File: src/rtl/zoom_hdmi_pkg.sv
// Shared definitions for the zoom-to-HDMI read side.
// Contents:
//   - Video timing presets (720p60, 1080p60) as per-axis constant sets.
//   - Pixel width and default border colour.
//   - Reader FSM state encodings.
//   - A helper for window span tests.
package zoom_hdmi_pkg;

  localparam int c_PIXEL_WIDTH = 24;
  localparam int c_CNT_WIDTH   = 12;
  localparam int c_WIN_WIDTH   = 12;

  localparam logic [c_PIXEL_WIDTH-1:0] c_BORDER_DEFAULT = 24'h000000;

  // One axis of a video mode: active, front porch, sync, back porch.
  typedef struct packed {
    logic [c_CNT_WIDTH-1:0] active;
    logic [c_CNT_WIDTH-1:0] fp;
    logic [c_CNT_WIDTH-1:0] sync;
    logic [c_CNT_WIDTH-1:0] bp;
  } timing_axis_t;

  localparam timing_axis_t c_720P60_H  = '{active: 12'd1280, fp: 12'd110, sync: 12'd40, bp: 12'd220};
  localparam timing_axis_t c_720P60_V  = '{active: 12'd720,  fp: 12'd5,   sync: 12'd5,  bp: 12'd20};
  localparam timing_axis_t c_1080P60_H = '{active: 12'd1920, fp: 12'd88,  sync: 12'd44, bp: 12'd148};
  localparam timing_axis_t c_1080P60_V = '{active: 12'd1080, fp: 12'd4,   sync: 12'd5,  bp: 12'd36};

  // Reader FSM encodings.
  localparam logic [0:0] ST_PREFILL = 1'b0;
  localparam logic [0:0] ST_RUN     = 1'b1;

  // True when org <= pos < org + len. Evaluated at 13 bits so the end of a
  // window near the top of the 12-bit range never wraps back to zero.
  function automatic logic in_span(input logic [c_WIN_WIDTH-1:0] pos,
                                   input logic [c_WIN_WIDTH-1:0] org,
                                   input logic [c_WIN_WIDTH-1:0] len);
    logic [c_WIN_WIDTH:0] p;
    logic [c_WIN_WIDTH:0] lo;
    logic [c_WIN_WIDTH:0] hi;
    p  = {1'b0, pos};
    lo = {1'b0, org};
    hi = {1'b0, org} + {1'b0, len};
    return (p >= lo) && (p < hi);
  endfunction

endpackage

File: src/rtl/zoom_hdmi_timing_gen.sv
// Raster counters and stage-0 video timing.
// Ports:
//   clk, rst     pixel clock, async active-high reset
//   hcnt, vcnt   pixel / line counters (wrap unconditionally)
//   de0          inside active area
//   hs0, vs0     inside sync interval (active-high here; polarity applied later)
//   frame_start  high while hcnt == 0 and vcnt == 0
module zoom_hdmi_timing_gen
  import zoom_hdmi_pkg::*;
#(
  parameter int c_H_ACTIVE = 1280,
  parameter int c_H_FP     = 110,
  parameter int c_H_SYNC   = 40,
  parameter int c_H_BP     = 220,
  parameter int c_V_ACTIVE = 720,
  parameter int c_V_FP     = 5,
  parameter int c_V_SYNC   = 5,
  parameter int c_V_BP     = 20
) (
  input  logic                   clk,
  input  logic                   rst,
  output logic [c_CNT_WIDTH-1:0] hcnt,
  output logic [c_CNT_WIDTH-1:0] vcnt,
  output logic                   de0,
  output logic                   hs0,
  output logic                   vs0,
  output logic                   frame_start
);

  localparam int c_H_TOTAL = c_H_ACTIVE + c_H_FP + c_H_SYNC + c_H_BP;
  localparam int c_V_TOTAL = c_V_ACTIVE + c_V_FP + c_V_SYNC + c_V_BP;

  localparam logic [c_CNT_WIDTH-1:0] c_H_LAST   = c_CNT_WIDTH'(c_H_TOTAL - 1);
  localparam logic [c_CNT_WIDTH-1:0] c_V_LAST   = c_CNT_WIDTH'(c_V_TOTAL - 1);
  localparam logic [c_CNT_WIDTH-1:0] c_H_ACT    = c_CNT_WIDTH'(c_H_ACTIVE);
  localparam logic [c_CNT_WIDTH-1:0] c_V_ACT    = c_CNT_WIDTH'(c_V_ACTIVE);
  localparam logic [c_CNT_WIDTH-1:0] c_HS_START = c_CNT_WIDTH'(c_H_ACTIVE + c_H_FP);
  localparam logic [c_CNT_WIDTH-1:0] c_HS_END   = c_CNT_WIDTH'(c_H_ACTIVE + c_H_FP + c_H_SYNC);
  localparam logic [c_CNT_WIDTH-1:0] c_VS_START = c_CNT_WIDTH'(c_V_ACTIVE + c_V_FP);
  localparam logic [c_CNT_WIDTH-1:0] c_VS_END   = c_CNT_WIDTH'(c_V_ACTIVE + c_V_FP + c_V_SYNC);

  always_ff @(posedge clk or posedge rst) begin
    if (rst) begin
      hcnt <= '0;
      vcnt <= '0;
    end else if (hcnt == c_H_LAST) begin
      hcnt <= '0;
      vcnt <= (vcnt == c_V_LAST) ? '0 : vcnt + 1'b1;
    end else begin
      hcnt <= hcnt + 1'b1;
    end
  end

  assign de0         = (hcnt < c_H_ACT) && (vcnt < c_V_ACT);
  assign hs0         = (hcnt >= c_HS_START) && (hcnt < c_HS_END);
  assign vs0         = (vcnt >= c_VS_START) && (vcnt < c_VS_END);
  assign frame_start = (hcnt == '0) && (vcnt == '0);

endmodule

File: src/rtl/zoom_hdmi_fifo_reader.sv
// Read side of the zoom-to-HDMI FIFO, in the pixel clock domain.
// Generates HDMI timing, pops pixels only inside a per-frame zoom window,
// fills the rest of the active area with border_color, and after an
// underflow discards the owed words during blanking so the next frame
// starts aligned.
// Ports:
//   rd_clk, rd_rst              pixel clock, async active-high reset
//   fifo_rd_data/empty/level    FIFO read side (data valid 1 cycle after pop)
//   fifo_rd_en                  FIFO pop (combinational from counter stage)
//   win_x0/y0/w/h               zoom window, taken at frame start
//   border_color                fill colour
//   vid_hs/vs/de/data           registered video, 2 cycles after counters
//   frame_start                 counter-stage pulse at h=0, v=0
//   underflow                   sticky missed-pixel flag
//   deficit                     words owed to the FIFO
//
// state   | meaning
// PREFILL | waiting for the FIFO to reach c_PREFILL; window shows border
// RUN     | popping window pixels and draining owed words in blanking
module zoom_hdmi_fifo_reader
  import zoom_hdmi_pkg::*;
#(
  parameter int c_H_ACTIVE    = int'(c_720P60_H.active),
  parameter int c_H_FP        = int'(c_720P60_H.fp),
  parameter int c_H_SYNC      = int'(c_720P60_H.sync),
  parameter int c_H_BP        = int'(c_720P60_H.bp),
  parameter int c_V_ACTIVE    = int'(c_720P60_V.active),
  parameter int c_V_FP        = int'(c_720P60_V.fp),
  parameter int c_V_SYNC      = int'(c_720P60_V.sync),
  parameter int c_V_BP        = int'(c_720P60_V.bp),
  parameter int c_HS_POL      = 1,
  parameter int c_VS_POL      = 1,
  parameter int c_DATA_WIDTH  = c_PIXEL_WIDTH,
  parameter int c_LEVEL_WIDTH = 9,
  parameter int c_PREFILL     = 128
) (
  input  logic                     rd_clk,
  input  logic                     rd_rst,
  input  logic [c_DATA_WIDTH-1:0]  fifo_rd_data,
  input  logic                     fifo_rd_empty,
  input  logic [c_LEVEL_WIDTH-1:0] fifo_rd_water_level,
  output logic                     fifo_rd_en,
  input  logic [c_WIN_WIDTH-1:0]   win_x0,
  input  logic [c_WIN_WIDTH-1:0]   win_y0,
  input  logic [c_WIN_WIDTH-1:0]   win_w,
  input  logic [c_WIN_WIDTH-1:0]   win_h,
  input  logic [c_DATA_WIDTH-1:0]  border_color,
  output logic                     vid_hs,
  output logic                     vid_vs,
  output logic                     vid_de,
  output logic [c_DATA_WIDTH-1:0]  vid_data,
  output logic                     frame_start,
  output logic                     underflow,
  output logic [23:0]              deficit
);

  localparam logic c_HS_ON = (c_HS_POL != 0);
  localparam logic c_VS_ON = (c_VS_POL != 0);
  localparam logic [c_LEVEL_WIDTH-1:0] c_PREFILL_LVL = c_LEVEL_WIDTH'(c_PREFILL);
  localparam logic [23:0] c_DEFICIT_MAX = '1;

  // Counter stage
  logic [c_CNT_WIDTH-1:0] hcnt;
  logic [c_CNT_WIDTH-1:0] vcnt;
  logic                   de0;
  logic                   hs0;
  logic                   vs0;

  zoom_hdmi_timing_gen #(
    .c_H_ACTIVE (c_H_ACTIVE),
    .c_H_FP     (c_H_FP),
    .c_H_SYNC   (c_H_SYNC),
    .c_H_BP     (c_H_BP),
    .c_V_ACTIVE (c_V_ACTIVE),
    .c_V_FP     (c_V_FP),
    .c_V_SYNC   (c_V_SYNC),
    .c_V_BP     (c_V_BP)
  ) u_timing (
    .clk         (rd_clk),
    .rst         (rd_rst),
    .hcnt        (hcnt),
    .vcnt        (vcnt),
    .de0         (de0),
    .hs0         (hs0),
    .vs0         (vs0),
    .frame_start (frame_start)
  );

  // Per-frame window and run latch
  logic [c_WIN_WIDTH-1:0] x0_q;
  logic [c_WIN_WIDTH-1:0] y0_q;
  logic [c_WIN_WIDTH-1:0] w_q;
  logic [c_WIN_WIDTH-1:0] h_q;
  logic                   run_q;
  logic [0:0]             state;

  logic [c_WIN_WIDTH-1:0] x0_e;
  logic [c_WIN_WIDTH-1:0] y0_e;
  logic [c_WIN_WIDTH-1:0] w_e;
  logic [c_WIN_WIDTH-1:0] h_e;
  logic                   run_frame;

  // The frame-start pixel itself already belongs to the new frame, so it
  // sees the live inputs; every later pixel uses the values latched there.
  // Whether a frame pops is fixed by the state at its start, so the frame
  // during which PREFILL completes is shown entirely as border.
  always_comb begin
    x0_e      = x0_q;
    y0_e      = y0_q;
    w_e       = w_q;
    h_e       = h_q;
    run_frame = run_q;
    if (frame_start) begin
      x0_e      = win_x0;
      y0_e      = win_y0;
      w_e       = win_w;
      h_e       = win_h;
      run_frame = (state == ST_RUN);
    end
  end

  always_ff @(posedge rd_clk or posedge rd_rst) begin
    if (rd_rst) begin
      x0_q  <= '0;
      y0_q  <= '0;
      w_q   <= '0;
      h_q   <= '0;
      run_q <= 1'b0;
    end else if (frame_start) begin
      x0_q  <= win_x0;
      y0_q  <= win_y0;
      w_q   <= win_w;
      h_q   <= win_h;
      run_q <= (state == ST_RUN);
    end
  end

  // Window test and pop decisions; de0 clips windows that overhang the
  // active area, and a zero width or height never matches.
  logic win0;
  logic pop_win;
  logic miss;
  logic pop_drain;

  assign win0      = de0 && in_span(hcnt, x0_e, w_e) && in_span(vcnt, y0_e, h_e);
  assign pop_win   = run_frame && win0 && !fifo_rd_empty;
  assign miss      = run_frame && win0 && fifo_rd_empty;
  assign pop_drain = (state == ST_RUN) && !de0 && (deficit != '0) && !fifo_rd_empty;
  assign fifo_rd_en = pop_win || pop_drain;

  always_ff @(posedge rd_clk or posedge rd_rst) begin
    if (rd_rst) begin
      state <= ST_PREFILL;
    end else begin
      case (state)
        ST_PREFILL: if (frame_start && (fifo_rd_water_level >= c_PREFILL_LVL)) state <= ST_RUN;
        default:    state <= ST_RUN;
      endcase
    end
  end

  // miss only happens inside de0 and drain only outside it, so the two
  // branches never compete.
  always_ff @(posedge rd_clk or posedge rd_rst) begin
    if (rd_rst) begin
      deficit   <= '0;
      underflow <= 1'b0;
    end else if (miss) begin
      underflow <= 1'b1;
      if (deficit != c_DEFICIT_MAX) deficit <= deficit + 1'b1;
    end else if (pop_drain) begin
      deficit <= deficit - 1'b1;
    end
  end

  // Stage 1: timing plus pop flag, aligned with fifo_rd_data
  logic hs1;
  logic vs1;
  logic de1;
  logic win1;
  logic popped1;

  always_ff @(posedge rd_clk or posedge rd_rst) begin
    if (rd_rst) begin
      hs1     <= 1'b0;
      vs1     <= 1'b0;
      de1     <= 1'b0;
      win1    <= 1'b0;
      popped1 <= 1'b0;
    end else begin
      hs1     <= hs0;
      vs1     <= vs0;
      de1     <= de0;
      win1    <= win0;
      popped1 <= pop_win;
    end
  end

  // Stage 2: output registers. Drained words never set popped1, so they
  // cannot reach vid_data.
  always_ff @(posedge rd_clk or posedge rd_rst) begin
    if (rd_rst) begin
      vid_hs   <= ~c_HS_ON;
      vid_vs   <= ~c_VS_ON;
      vid_de   <= 1'b0;
      vid_data <= '0;
    end else begin
      vid_hs <= hs1 ? c_HS_ON : ~c_HS_ON;
      vid_vs <= vs1 ? c_VS_ON : ~c_VS_ON;
      vid_de <= de1;
      if (win1 && popped1) begin
        vid_data <= fifo_rd_data;
      end else if (de1) begin
        vid_data <= border_color;
      end else begin
        vid_data <= '0;
      end
    end
  end

endmodule

File: config.mk
export PLATFORM = sky130hd
export DESIGN_NAME = zoom_hdmi_fifo_reader
export DESIGN_NICKNAME = d
export VERILOG_FILES = /design/src/rtl/zoom_hdmi_pkg.sv /design/src/rtl/zoom_hdmi_timing_gen.sv /design/src/rtl/zoom_hdmi_fifo_reader.sv
export SDC_FILE = /design/constraint.sdc
export NUM_CORES = 1
export LEC_CHECK = 0
export ABC_CLOCK_PERIOD_IN_PS = 12900
export CORE_MARGIN = 4
export CORE_UTILIZATION = 55
export CTS_BUF_LIST = sky130_fd_sc_hd__clkbuf_2
export DETAILED_ROUTE_END_ITERATION = 10
export PLACE_DENSITY = 0.94
export REMOVE_ABC_BUFFERS = 1
export SLEW_MARGIN = 20
export SYNTH_ARGS = -nofsm -noshare
export SYNTH_HDL_FRONTEND = slang
export SYNTH_SLANG_ARGS = --single-unit
export TNS_END_PERCENT = 30
File: constraint.sdc
create_clock -name rd_clk -period 12.9 [get_ports rd_clk]
set_input_delay 3.225 -clock rd_clk [delete_from_list [all_inputs] [get_ports rd_clk]]
set_output_delay 3.225 -clock rd_clk [all_outputs]
set_load 0.1 [all_outputs]
==> summary.md, run 1 <==
| Metric | Value |
|---|---|
| Final nets | `1319` |
| Layout filler cell count | `1197` |
| CP arrival | `8.01 ns` |
| Post-synth EDFFs | `0` |
| Cell area after synthesis | `0.00853 sq mm` |
| Gr usage total | `0.235` |
| Register area share after synthesis | `0.384` |
| Worst path cell trace | `clkdlybuf4s50_1 > nand3_1 > and2_1 > inv_1 > ha_1 > a21o_1 > or3_1 > o211ai_1 > nand2_1 > a21o_1 > a21oi_1 > xor2_1 > ha_1 > a2111oi_0 > a2111oi_0 > o211a_1 > nor2_1 > nand2_1 > nor3_1 > or2_2 > buf_4` |
| Worst skew pair latency | `0.71 ns` |
| Crit path max fanout | `4` |
| Die H | `133 microns` |
| Core Util, Final | `0.687` |
| Crit path largest cell delay | `0.60 ns` |
| Chip width | `133 microns` |
| Internal Power | `0.000578 W` |
| Drt drc | `0` |
| I/O pin cnt | `162` |
| Sw Share | `0.292` |
| Mean routed wirelength per cell | `15.6 microns` |
| Power share of the clock group | `0.276` |
| Core Region | `0.0152 sq mm` |
| Worst Skew | `0.0402 ns` |
| Vias | `7460` |
| MaxCap Viol Count | `0` |
| Static Leakage | `5.11 nW` |
| Cts hold-fix bufs | `0` |
| Total grt overflow | `0` |
| Row count | `45` |
| Endpoint class of the critical path | `primary output` |
| Mean area per synthesized cell | `8.87 sq um` |
| Vias in the first global route | `7297` |
| Post-DR vias/cell | `5.68` |
| P_sw | `0.000239 W` |
| Fin. max-slew vios | `0` |
| Initial Util | `0.561` |
| Root buf cell | `clkbuf_2` |
| Post-route setup slack | `1.67 ns` |
| Initial antenna violation count | `1` |
| RSZ-0062 raised after global routing | `false` |
| Slew headroom | `0.320` |
| DRT Pass-1 Iters | `5` |
| Post-synth ARST share | `1.00` |
| PostCTS Resize Cnt | `0` |
| Layout area overhead | `22.5%` |
| TritonCTS clock tree | `done` |
| Synth cell types | `58` |
| Fmax | `89.0 MHz` |
| CTS Sinks | `131` |
| Setup crit start kind | `input port` |
| Ys flop type | `dfrtp_1` |
| Final hold slack | `0.378 ns` |
| Die area | `0.0176 sq mm` |
| Final Hold Fails | `0` |
| Syn Inst Count | `962` |
| Total CTS buffers | `17` |
| Clock buffer depth | `2` |
| Largest net degree at the start of global routing | `67` |
| First-pass GRT wire length | `34.3 mm` |
| Placer Congestion | `0.925` |
| Worst-margin pin slew | `1.02 ns` |
| Routed WL | `20.5 mm` |
| CTS clk-pin slew, worst paths | `0.17 ns` |
| Slowest stage cell, crit path | `a2111oi_0` |
| Critical path type | `in2out` |
| Min cycle time layout | `11.23 ns` |
| Initial drt markers | `517` |
| Pwr Density | `78.1 mW/mm^2` |
| YS warnings | `0` |
| Post-synthesis sequential element count | `131` |
| Worst hold path class | `reg2reg` |
| Total setup buffers inserted after CTS | `0` |
| Worst slack, placed | `1.75 ns` |
| Final setup violation count | `0` |
| Period utilization | `0.871` |
| # H-tree levels | `4` |
| PortBufs | `154` |
| Status | `finished clean` |
| Post-route ant nets | `0` |
| Worst Path Required | `9.68 ns` |
| VDD IR max | `0.0457 mV` |
| Setup TNS | `0 ns` |
| Share of cells above drive strength 1 | `0.0391` |
| Flop pwr share | `0.522` |
| Comb pwr share | `0.202` |
| HPWL after DPL | `15.4 mm` |
==> logic make-up after synthesis <==
kind of cell,Yosys count,synth area share
mux,18,0.0220
simple gates,368,0.196
buf+inv,75,0.0345
xor+xnor,66,0.0678
compound gates,207,0.152
flops,131,0.384
fa+ha+maj,97,0.144
==> placed cells by master, fill, tap and decap left out, types with 6 or more instances in the layout <==
cell type / instances
nand2_1: 210
clkdlybuf4s50_1: 153
dfrtp_1: 131
ha_1: 95
o21ai_0: 71
nor2_1: 46
inv_1: 46
a21oi_1: 44
xnor2_1: 36
xor2_1: 30
a21o_1: 24
nand4_1: 20
clkbuf_2: 19
mux2i_1: 15
nand3_1: 12
nor3_1: 10
nand2b_1: 10
o21bai_1: 10
or3_1: 9
a211oi_1: 9
o21a_1: 9
and3_1: 9
nor4_1: 8
a31oi_1: 8
buf_4: 8
and2_1: 7
o211ai_1: 6
==> final cells by class <==
| class | count | area (sq um) | share of cell area |
|---|---|---|---|
| tap | 188 | 235 | 0.0225 |
| clock buffer | 19 | 95.1 | 0.00910 |
| timing repair buffer | 161 | 1590 | 0.152 |
| clock inverter | 10 | 93.8 | 0.00898 |
| inverter | 47 | 179 | 0.0171 |
| antenna | 2 | 5.00 | 0.000479 |
| sequential | 131 | 3280 | 0.314 |
| multi-input combinational | 756 | 4970 | 0.476 |
==> path summary, 6_finish.rpt <==
kind / slack [ns] / cells past startpoint / startpoint / end
setup / recovery: 1.67 / 21 / win_x0[5] / fifo_rd_en
hold / removal: 0.38 / 0 / hs1 / vid_hs
setup reg to reg: 3.69 / 33 / u_timing.vcnt[4] / deficit[23]
hold reg to reg: 0.38 / 0 / hs1 / vid_hs
max in group asynchronous: 8.51 / 3 / rd_rst / u_timing.hcnt[7]
min in group asynchronous: 3.02 / 2 / rd_rst / deficit[15]
==> per-layer routing <==
| metal | vias up | track usage | wire length [microns] |
|---|---|---|---|
| met1 | 3503 | 0.309 | 8990 |
| met3 | 48 | 0.0490 | 1150 |
| met4 | 0 | 0.0930 | 614 |
| met5 | - | 0 | 0 |
| met2 | 237 | 0.383 | 9700 |
| li1 | 3672 | - | - |
==> flip-flops by register name, summed over array words and instances, names as in the netlist <==
signal / cells
de1: 1
state: 1
x0_q: 12
vid_hs: 1
win1: 1
w_q: 12
hs1: 1
u_timing.vcnt: 12
y0_q: 12
vs1: 1
underflow: 1
vid_de: 1
popped1: 1
u_timing.hcnt: 12
run_q: 1
vid_data: 24
h_q: 12
deficit: 24
vid_vs: 1
==> power by group through the flow <==
stage / Combinational (W) / Sequential, W / Clock, W
after global placement: 0.000159 / 0.000433 / 0
after global routing: 0.000182 / 0.000428 / 0.000251
after floorplan: 0.0000765 / 0.000462 / 0
after detailed placement: 0.000164 / 0.000434 / 0
final: 0.000165 / 0.000426 / 0.000225
after CTS: 0.000166 / 0.000426 / 0.000231
==> critical path: cells and delay by family <==
kind | cells | cell delay (ns)
adder cells (fa/ha/maj) | 2 | 0.51
AND/OR/NAND/NOR | 8 | 1.34
AO/OA/AOI/OAI | 7 | 1.83
XOR/XNOR | 1 | 0.20
buffers and inverters | 3 | 0.89
==> synthesized netlist by cell type (8+ instances only) <==
cell | number | area (sq um)
nand2_1 | 211 | 792
dfrtp_1 | 131 | 3280
ha_1 | 95 | 1190
o21ai_0 | 71 | 355
inv_1 | 47 | 176
nor2_1 | 47 | 176
a21oi_1 | 44 | 220
xnor2_1 | 36 | 315
xor2_1 | 30 | 263
a21o_1 | 24 | 180
nand4_1 | 20 | 125
clkbuf_1 | 19 | 71.3
mux2i_1 | 15 | 150
nand3_1 | 12 | 60.1
nand2b_1 | 10 | 62.6
nor3_1 | 10 | 50.1
o21bai_1 | 10 | 75.1
a211oi_1 | 9 | 67.6
and3_1 | 9 | 56.3
nor4_1 | 9 | 56.3
o21a_1 | 9 | 67.6
or3_1 | 9 | 56.3
a31oi_1 | 8 | 50.1
==> through the flow <==
step	total power (W)	std cells	instance area (sq um)
after floorplan	0.000538	934	8410
after global placement	0.000592	1283	10300
after detailed placement	0.000598	1283	10300
after CTS	0.000823	1312	10400
after global routing	0.000860	1313	10400
final	0.000816	1314	10400
No activity file was read; power rests on OpenSTA's default activity.
==> inputs of run 2 (changes only) <==
ABC_CLOCK_PERIOD_IN_PS = 11100   (was 12900)
GPL_TIMING_DRIVEN = 0   (was default)
clock period = 11.1 ns   (was 12.9 ns; I/O delays follow)
==> summary.md, run 2 (same netlist as run 1, synthesis figures left out) <==
| Metric | Value |
|---|---|
| Most common cell after layout, fill and taps aside | `nand2_1` |
| Flop pwr share | `0.490 (-0.032)` |
| Final Hold Fails | `0 (unchanged)` |
| Initial antenna violation count | `1 (unchanged)` |
| First-pass GRT wire length | `34.9 mm (+1.9%)` |
| Gr usage total | `0.238 (+0.00290)` |
| Die area | `0.0176 sq mm (unchanged)` |
| RSZ-0062 raised after global routing | `false` |
| Regs by FF count | `deficit (24), vid_data (24)` |
| Endpoint class of the critical path | `primary output` |
| Drt drc | `0 (unchanged)` |
| Comb pwr share | `0.191 (-0.011)` |
| Row count | `45 (unchanged)` |
| Sw Share | `0.286 (-0.00649)` |
| Min cycle time layout | `10.46 ns` |
| Static Leakage | `5.17 nW (+1.1%)` |
| Post-DR vias/cell | `5.63 (-0.88%)` |
| Period utilization | `0.943` |
| Total grt overflow | `0 (unchanged)` |
| I/O pin cnt | `162 (unchanged)` |
| Post-route setup slack | `0.637 ns (-1.03 ns)` |
| P_sw | `0.000289 W (+21%)` |
| Share of cells above drive strength 1 | `0.0426 (+0.00348)` |
| Vias in the first global route | `7400 (+1.4%)` |
| Mean routed wirelength per cell | `15.6 microns (about the same)` |
| MaxCap Viol Count | `0 (unchanged)` |
| Critical path type | `in2out` |
| Vias | `7400 (-0.80%)` |
| # H-tree levels | `4 (unchanged)` |
| Post-route ant nets | `0 (unchanged)` |
| Commonest non-fill, non-tap cells in the layout | `210 x nand2_1, 153 x clkdlybuf4s50_1, 131 x dfrtp_1` |
| TritonCTS clock tree | `done` |
| Final nets | `1318 (-0.076%)` |
| Status | `finished clean` |
| Final setup violation count | `0 (unchanged)` |
| Fmax | `95.6 MHz` |
| CTS clk-pin slew, worst paths | `0.19 ns (+0.02 ns)` |
| Largest net degree at the start of global routing | `77 (+15%)` |
| Slew headroom | `0.315 (-0.00438)` |
| Worst Skew | `0.0217 ns (-0.0185 ns)` |
| CP arrival | `7.69 ns (-0.32 ns)` |
| DRT Pass-1 Iters | `5 (unchanged)` |
| Setup crit start kind | `input port` |
| Core Region | `0.0152 sq mm (unchanged)` |
| Worst Path Required | `8.33 ns (-1.35 ns)` |
| Die H | `133 microns (unchanged)` |
| Worst slack, placed | `0.0586 ns (-1.69 ns)` |
| Crit path max fanout | `4 (unchanged)` |
| Worst skew pair latency | `0.73 ns (+0.02 ns)` |
| Routed WL | `20.5 mm (about the same)` |
| Fin. max-slew vios | `0 (unchanged)` |
| Worst-margin pin slew | `1.02 ns (+0.00654 ns)` |
| Initial Util | `0.561 (unchanged)` |
| Worst hold path class | `reg2reg` |
| Initial drt markers | `422 (-18%)` |
| Root buf cell | `clkbuf_2` |
| PortBufs | `154 (unchanged)` |
| VDD IR max | `0.0620 mV (+35%)` |
| Internal Power | `0.000721 W (+25%)` |
| Chip width | `133 microns (unchanged)` |
| Cts hold-fix bufs | `0 (unchanged)` |
| Register-to-register setup slack | `1.55 ns (-2.14 ns)` |
| CTS Sinks | `131 (unchanged)` |
| Placer Congestion | `0.871 (-5.8%)` |
| HPWL after DPL | `15.7 mm (+2.2%)` |
| Clock buffer depth | `2 (unchanged)` |
| Pwr Density | `95.3 mW/mm^2 (+22%)` |
| Power share of the clock group | `0.319 (+0.043)` |
| Layout area overhead | `24.2%` |
| Final Power | `0.00101 W (+24%)` |
| Total CTS buffers | `17 (unchanged)` |
[run 2: layout make-up]
cell class,instances,area [sq um]
antenna,1,2.50
clock buffer,19,95.1
clock inverter,13,165
fill,1144,4600
inverter,47,184
multi-input combinational,756,4980
sequential,131,3280
tap,188,235
timing repair buffer,160,1650
[run 2: worst paths after layout]
| kind | from | endpoint | depth (start not counted) |
|---|---|---|---|
| min | hs1 | vid_hs | 0 |
| max reg2reg | u_timing.vcnt[4] | deficit[23] | 33 |
| max | win_x0[5] | fifo_rd_en | 21 |
| max in group asynchronous | rd_rst | u_timing.vcnt[4] | 3 |
| min in group asynchronous | rd_rst | vid_data[19] | 2 |
| min reg2reg | hs1 | vid_hs | 0 |
[run 2: what timing repair did]
| action | CTS | global route |
|---|---|---|
| hold endpoints to repair | 0 | 0 |
| endpoints found under the setup margin | 1 | 1 |
| setup buffers | 0 | 0 |
| resized for setup | 1 | 2 |
[run 2: power groups by stage]
stage | logic, W | registers, W | clock network, W
after floorplan | 0.0000889 | 0.000537 | 0
after global placement | 0.000184 | 0.000504 | 0
after detailed placement | 0.000193 | 0.000504 | 0
after CTS | 0.000194 | 0.000496 | 0.000333
after global routing | 0.000213 | 0.000497 | 0.000349
final | 0.000193 | 0.000495 | 0.000322
[run 2: critical path: stages]
cell and delay (ns):
clkdlybuf4s50_1 0.53, nand3_1 0.10, and2_1 0.22, inv_1 0.06, ha_1 0.24, a21o_1 0.18, or3_1 0.31, o211ai_1 0.24
nand2_1 0.12, a21o_1 0.19, a21oi_1 0.18, xor2_1 0.18, ha_1 0.26, a2111oi_0 0.54, a2111oi_0 0.21, o211a_1 0.22
nor2_1 0.17, nand2_1 0.09, nor3_1 0.21, or2_2 0.15, clkbuf_2 0.47
[run 2: through the flow]
step                 util  cells  hold slack [ns]  setup TNS (ns)  area (sq um)
floorplan               -    934            0.331               0          8410
detailed placement  0.680   1282            0.338               0         10300
global route        0.697   1315            0.383               0         10600
CTS                 0.697   1314            0.377               0         10600
finish              0.697   1315            0.376               0         10600
global placement    0.670   1276            0.333         -0.0953         10200
[run 2: metal layers]
| layer | up-vias | track usage | share of wire | routed length, microns |
|---|---|---|---|---|
| met1 | 3473 | 0.306 | 0.45 | 9150 |
| met2 | 203 | 0.395 | 0.48 | 9790 |
| met4 | 0 | 0.0947 | 0.028 | 573 |
| met3 | 46 | 0.0506 | 0.047 | 972 |
| li1 | 3678 | - | - | - |
| met5 | - | 0 | 0 | 0 |
==> inputs of run 3 (changes only) <==
CORE_MARGIN = 8   (was 4)
HOLD_SLACK_MARGIN = 0.12   (was default)
==> summary.md, run 3 (same netlist as run 1, synthesis figures left out) <==
| Metric | Value |
|---|---|
| Initial antenna violation count | `1 (unchanged)` |
| Routed WL | `21.4 mm (+4.5%)` |
| Core Region | `0.0152 sq mm (unchanged)` |
| Static Leakage | `5.18 nW (+0.33%)` |
| Initial drt markers | `425 (+0.71%)` |
| Mean routed wirelength per cell | `16.3 microns (+4.4%)` |
| HPWL after DPL | `16.4 mm (+4.3%)` |
| PortBufs | `154 (unchanged)` |
| Delay-heaviest family, CP | `compound AO/OA/AOI/OAI gates` |
| Slowest stage cell, crit path | `a2111oi_0` |
| Row count | `45 (unchanged)` |
| CP arrival | `7.73 ns (+0.04 ns)` |
| Total grt overflow | `0 (unchanged)` |
| Most common cell after layout, fill and taps aside | `nand2_1` |
| Period utilization | `0.947 (+0.00408)` |
| Regs by FF count | `deficit (24), vid_data (24)` |
| P_sw | `0.000289 W (+0.20%)` |
| Internal Power | `0.000703 W (-2.6%)` |
| Fin. max-slew vios | `0 (unchanged)` |
| Final setup violation count | `0 (unchanged)` |
| Initial Util | `0.561 (unchanged)` |
| Min cycle time layout | `10.51 ns (+0.0453 ns)` |
| Worst Skew | `0.0277 ns (+0.00598 ns)` |
| Largest net degree at the start of global routing | `99 (+29%)` |
| Worst slack, placed | `-0.0637 ns (-0.122 ns)` |
| Placer Congestion | `0.870 (-0.15%)` |
| Crit path largest cell delay | `0.58 ns (+0.04 ns)` |
| Multi-input gate area | `0.00498 sq mm (unchanged)` |
| Chip width | `141 microns (+6.0%)` |
| Final Hold Fails | `0 (unchanged)` |
| Vias | `7579 (+2.4%)` |
| RSZ-0062 raised after global routing | `false` |
| Comb pwr share | `0.195 (+0.004)` |
| Fmax | `95.2 MHz (-0.43%)` |
| DRT Pass-1 Iters | `5 (unchanged)` |
| Endpoint class of the critical path | `primary output` |
| Worst Path Required | `8.33 ns (about the same)` |
| FF/Latch Area | `0.00328 sq mm (unchanged)` |
| Root buf cell | `clkbuf_2` |
| WP buf/inv | `3 (unchanged)` |
| Cts hold-fix bufs | `0 (unchanged)` |
| Worst path cell trace | `clkdlybuf4s50_1 > nand3_1 > and2_1 > inv_1 > ha_1 > a21o_1 > or3_1 > o211ai_1 > nand2_1 > a21o_1 > a21oi_1 > xor2_1 > ha_1 > a2111oi_0 > a2111oi_0 > o211a_1 > nor2_1 > nand2_1 > nor3_1 > or2_2 > clkbuf_2` |
| Post-route setup slack | `0.592 ns (-0.0453 ns)` |
| Worst-margin pin slew | `1.02 ns (-0.000741 ns)` |
| Crit path max fanout | `4 (unchanged)` |
| I/O pin cnt | `162 (unchanged)` |
| Die H | `141 microns (+6.0%)` |
| Total CTS buffers | `17 (unchanged)` |
| # H-tree levels | `4 (unchanged)` |
| Power share of the clock group | `0.305 (-0.014)` |
| Status | `finished clean` |
| Setup crit start kind | `input port` |
| Sw Share | `0.292 (+0.00584)` |
| Post-DR vias/cell | `5.76 (+2.3%)` |
| CTS Sinks | `131 (unchanged)` |
| Critical path type | `in2out` |
| Post-route ant nets | `0 (unchanged)` |
| Gr usage total | `0.221 (-0.0174)` |
| Worst skew pair latency | `0.71 ns (-0.02 ns)` |
| Layout area overhead | `24.5%` |
| MaxCap Viol Count | `0 (unchanged)` |
| VDD IR max | `0.0538 mV (-13%)` |
| Pwr Density | `93.4 mW/mm^2 (-2.0%)` |
| Layout filler cell count | `1139 (-0.44%)` |
| Drt drc | `0 (unchanged)` |
| CTS clk-pin slew, worst paths | `0.18 ns (about the same)` |
| TritonCTS clock tree | `done` |
| Flop pwr share | `0.499 (+0.009)` |
| Clock buffer depth | `2 (unchanged)` |
| Share of cells above drive strength 1 | `0.0453 (+0.00262)` |
| Die area | `0.0198 sq mm (+12%)` |
| Commonest non-fill, non-tap cells in the layout | `210 x nand2_1, 153 x clkdlybuf4s50_1, 131 x dfrtp_1` |
| DP Cell Count | `1283 (+0.078%)` |
| Worst hold path class | `reg2reg` |
| Vias in the first global route | `7546 (+2.0%)` |
| Non-Filler Instances | `1316 (+0.076%)` |
| Slew headroom | `0.316 (+0.000496)` |
| First-pass GRT wire length | `35.8 mm (+2.6%)` |
| Final nets | `1319 (+0.076%)` |
run 3: area by class of cell:
type	count	area share
diodes	1	0.000236
clock buffers	21	0.00989
clock inverters	11	0.0128
inverters	47	0.0173
multi-input cells	756	0.469
flip-flops and latches	131	0.309
well taps	188	0.0221
repair buffers	161	0.160
run 3: what timing repair did:
item	4_1_cts	5_1_grt
endpoints found under the setup margin	1	1
setup buffers	0	0
resized for setup	1	2
run 3: through the flow:
stage               power [W]  cell area (sq um)   util  TNS (ns)  hold WS, ns
floorplan            0.000626               8410      -         0        0.331
global placement     0.000688              10200  0.670    -0.110        0.332
detailed placement   0.000697              10400  0.683   -0.0637        0.344
CTS                   0.00100              10600  0.699         0        0.370
global route          0.00104              10600  0.699         0        0.395
finish               0.000992              10600  0.699         0        0.365
run 3: power groups by stage:
stage,clock network [W],registers (W),logic [W]
floorplan,0,0.000537,0.0000889
global placement,0,0.000504,0.000184
CTS,0.000312,0.000496,0.000195
finish,0.000303,0.000495,0.000194
detailed placement,0,0.000504,0.000193
global route,0.000331,0.000497,0.000213
run 3: metal layers:
metal  track usage  vias to the layer above  wire length, microns
met1         0.271                     3554                  9330
met3        0.0537                       47                  1390
met4        0.0871                        0                   516
met2         0.367                      288                 10100
li1              -                     3690                     -
met5             0                        -                     0
run 3: path summary, 6_finish.rpt:
check	to	cells past startpoint	slack, ns	startpoint
worst max-delay path	fifo_rd_en	21	0.59	win_x0[5]
worst min register to register	vid_vs	0	0.37	vs1
max in group asynchronous	deficit[0]	3	7.91	rd_rst
worst min-delay path	vid_vs	0	0.37	vs1
min in group asynchronous	vid_data[1]	2	2.39	rd_rst
worst max register to register	deficit[23]	35	1.48	u_timing.vcnt[8]
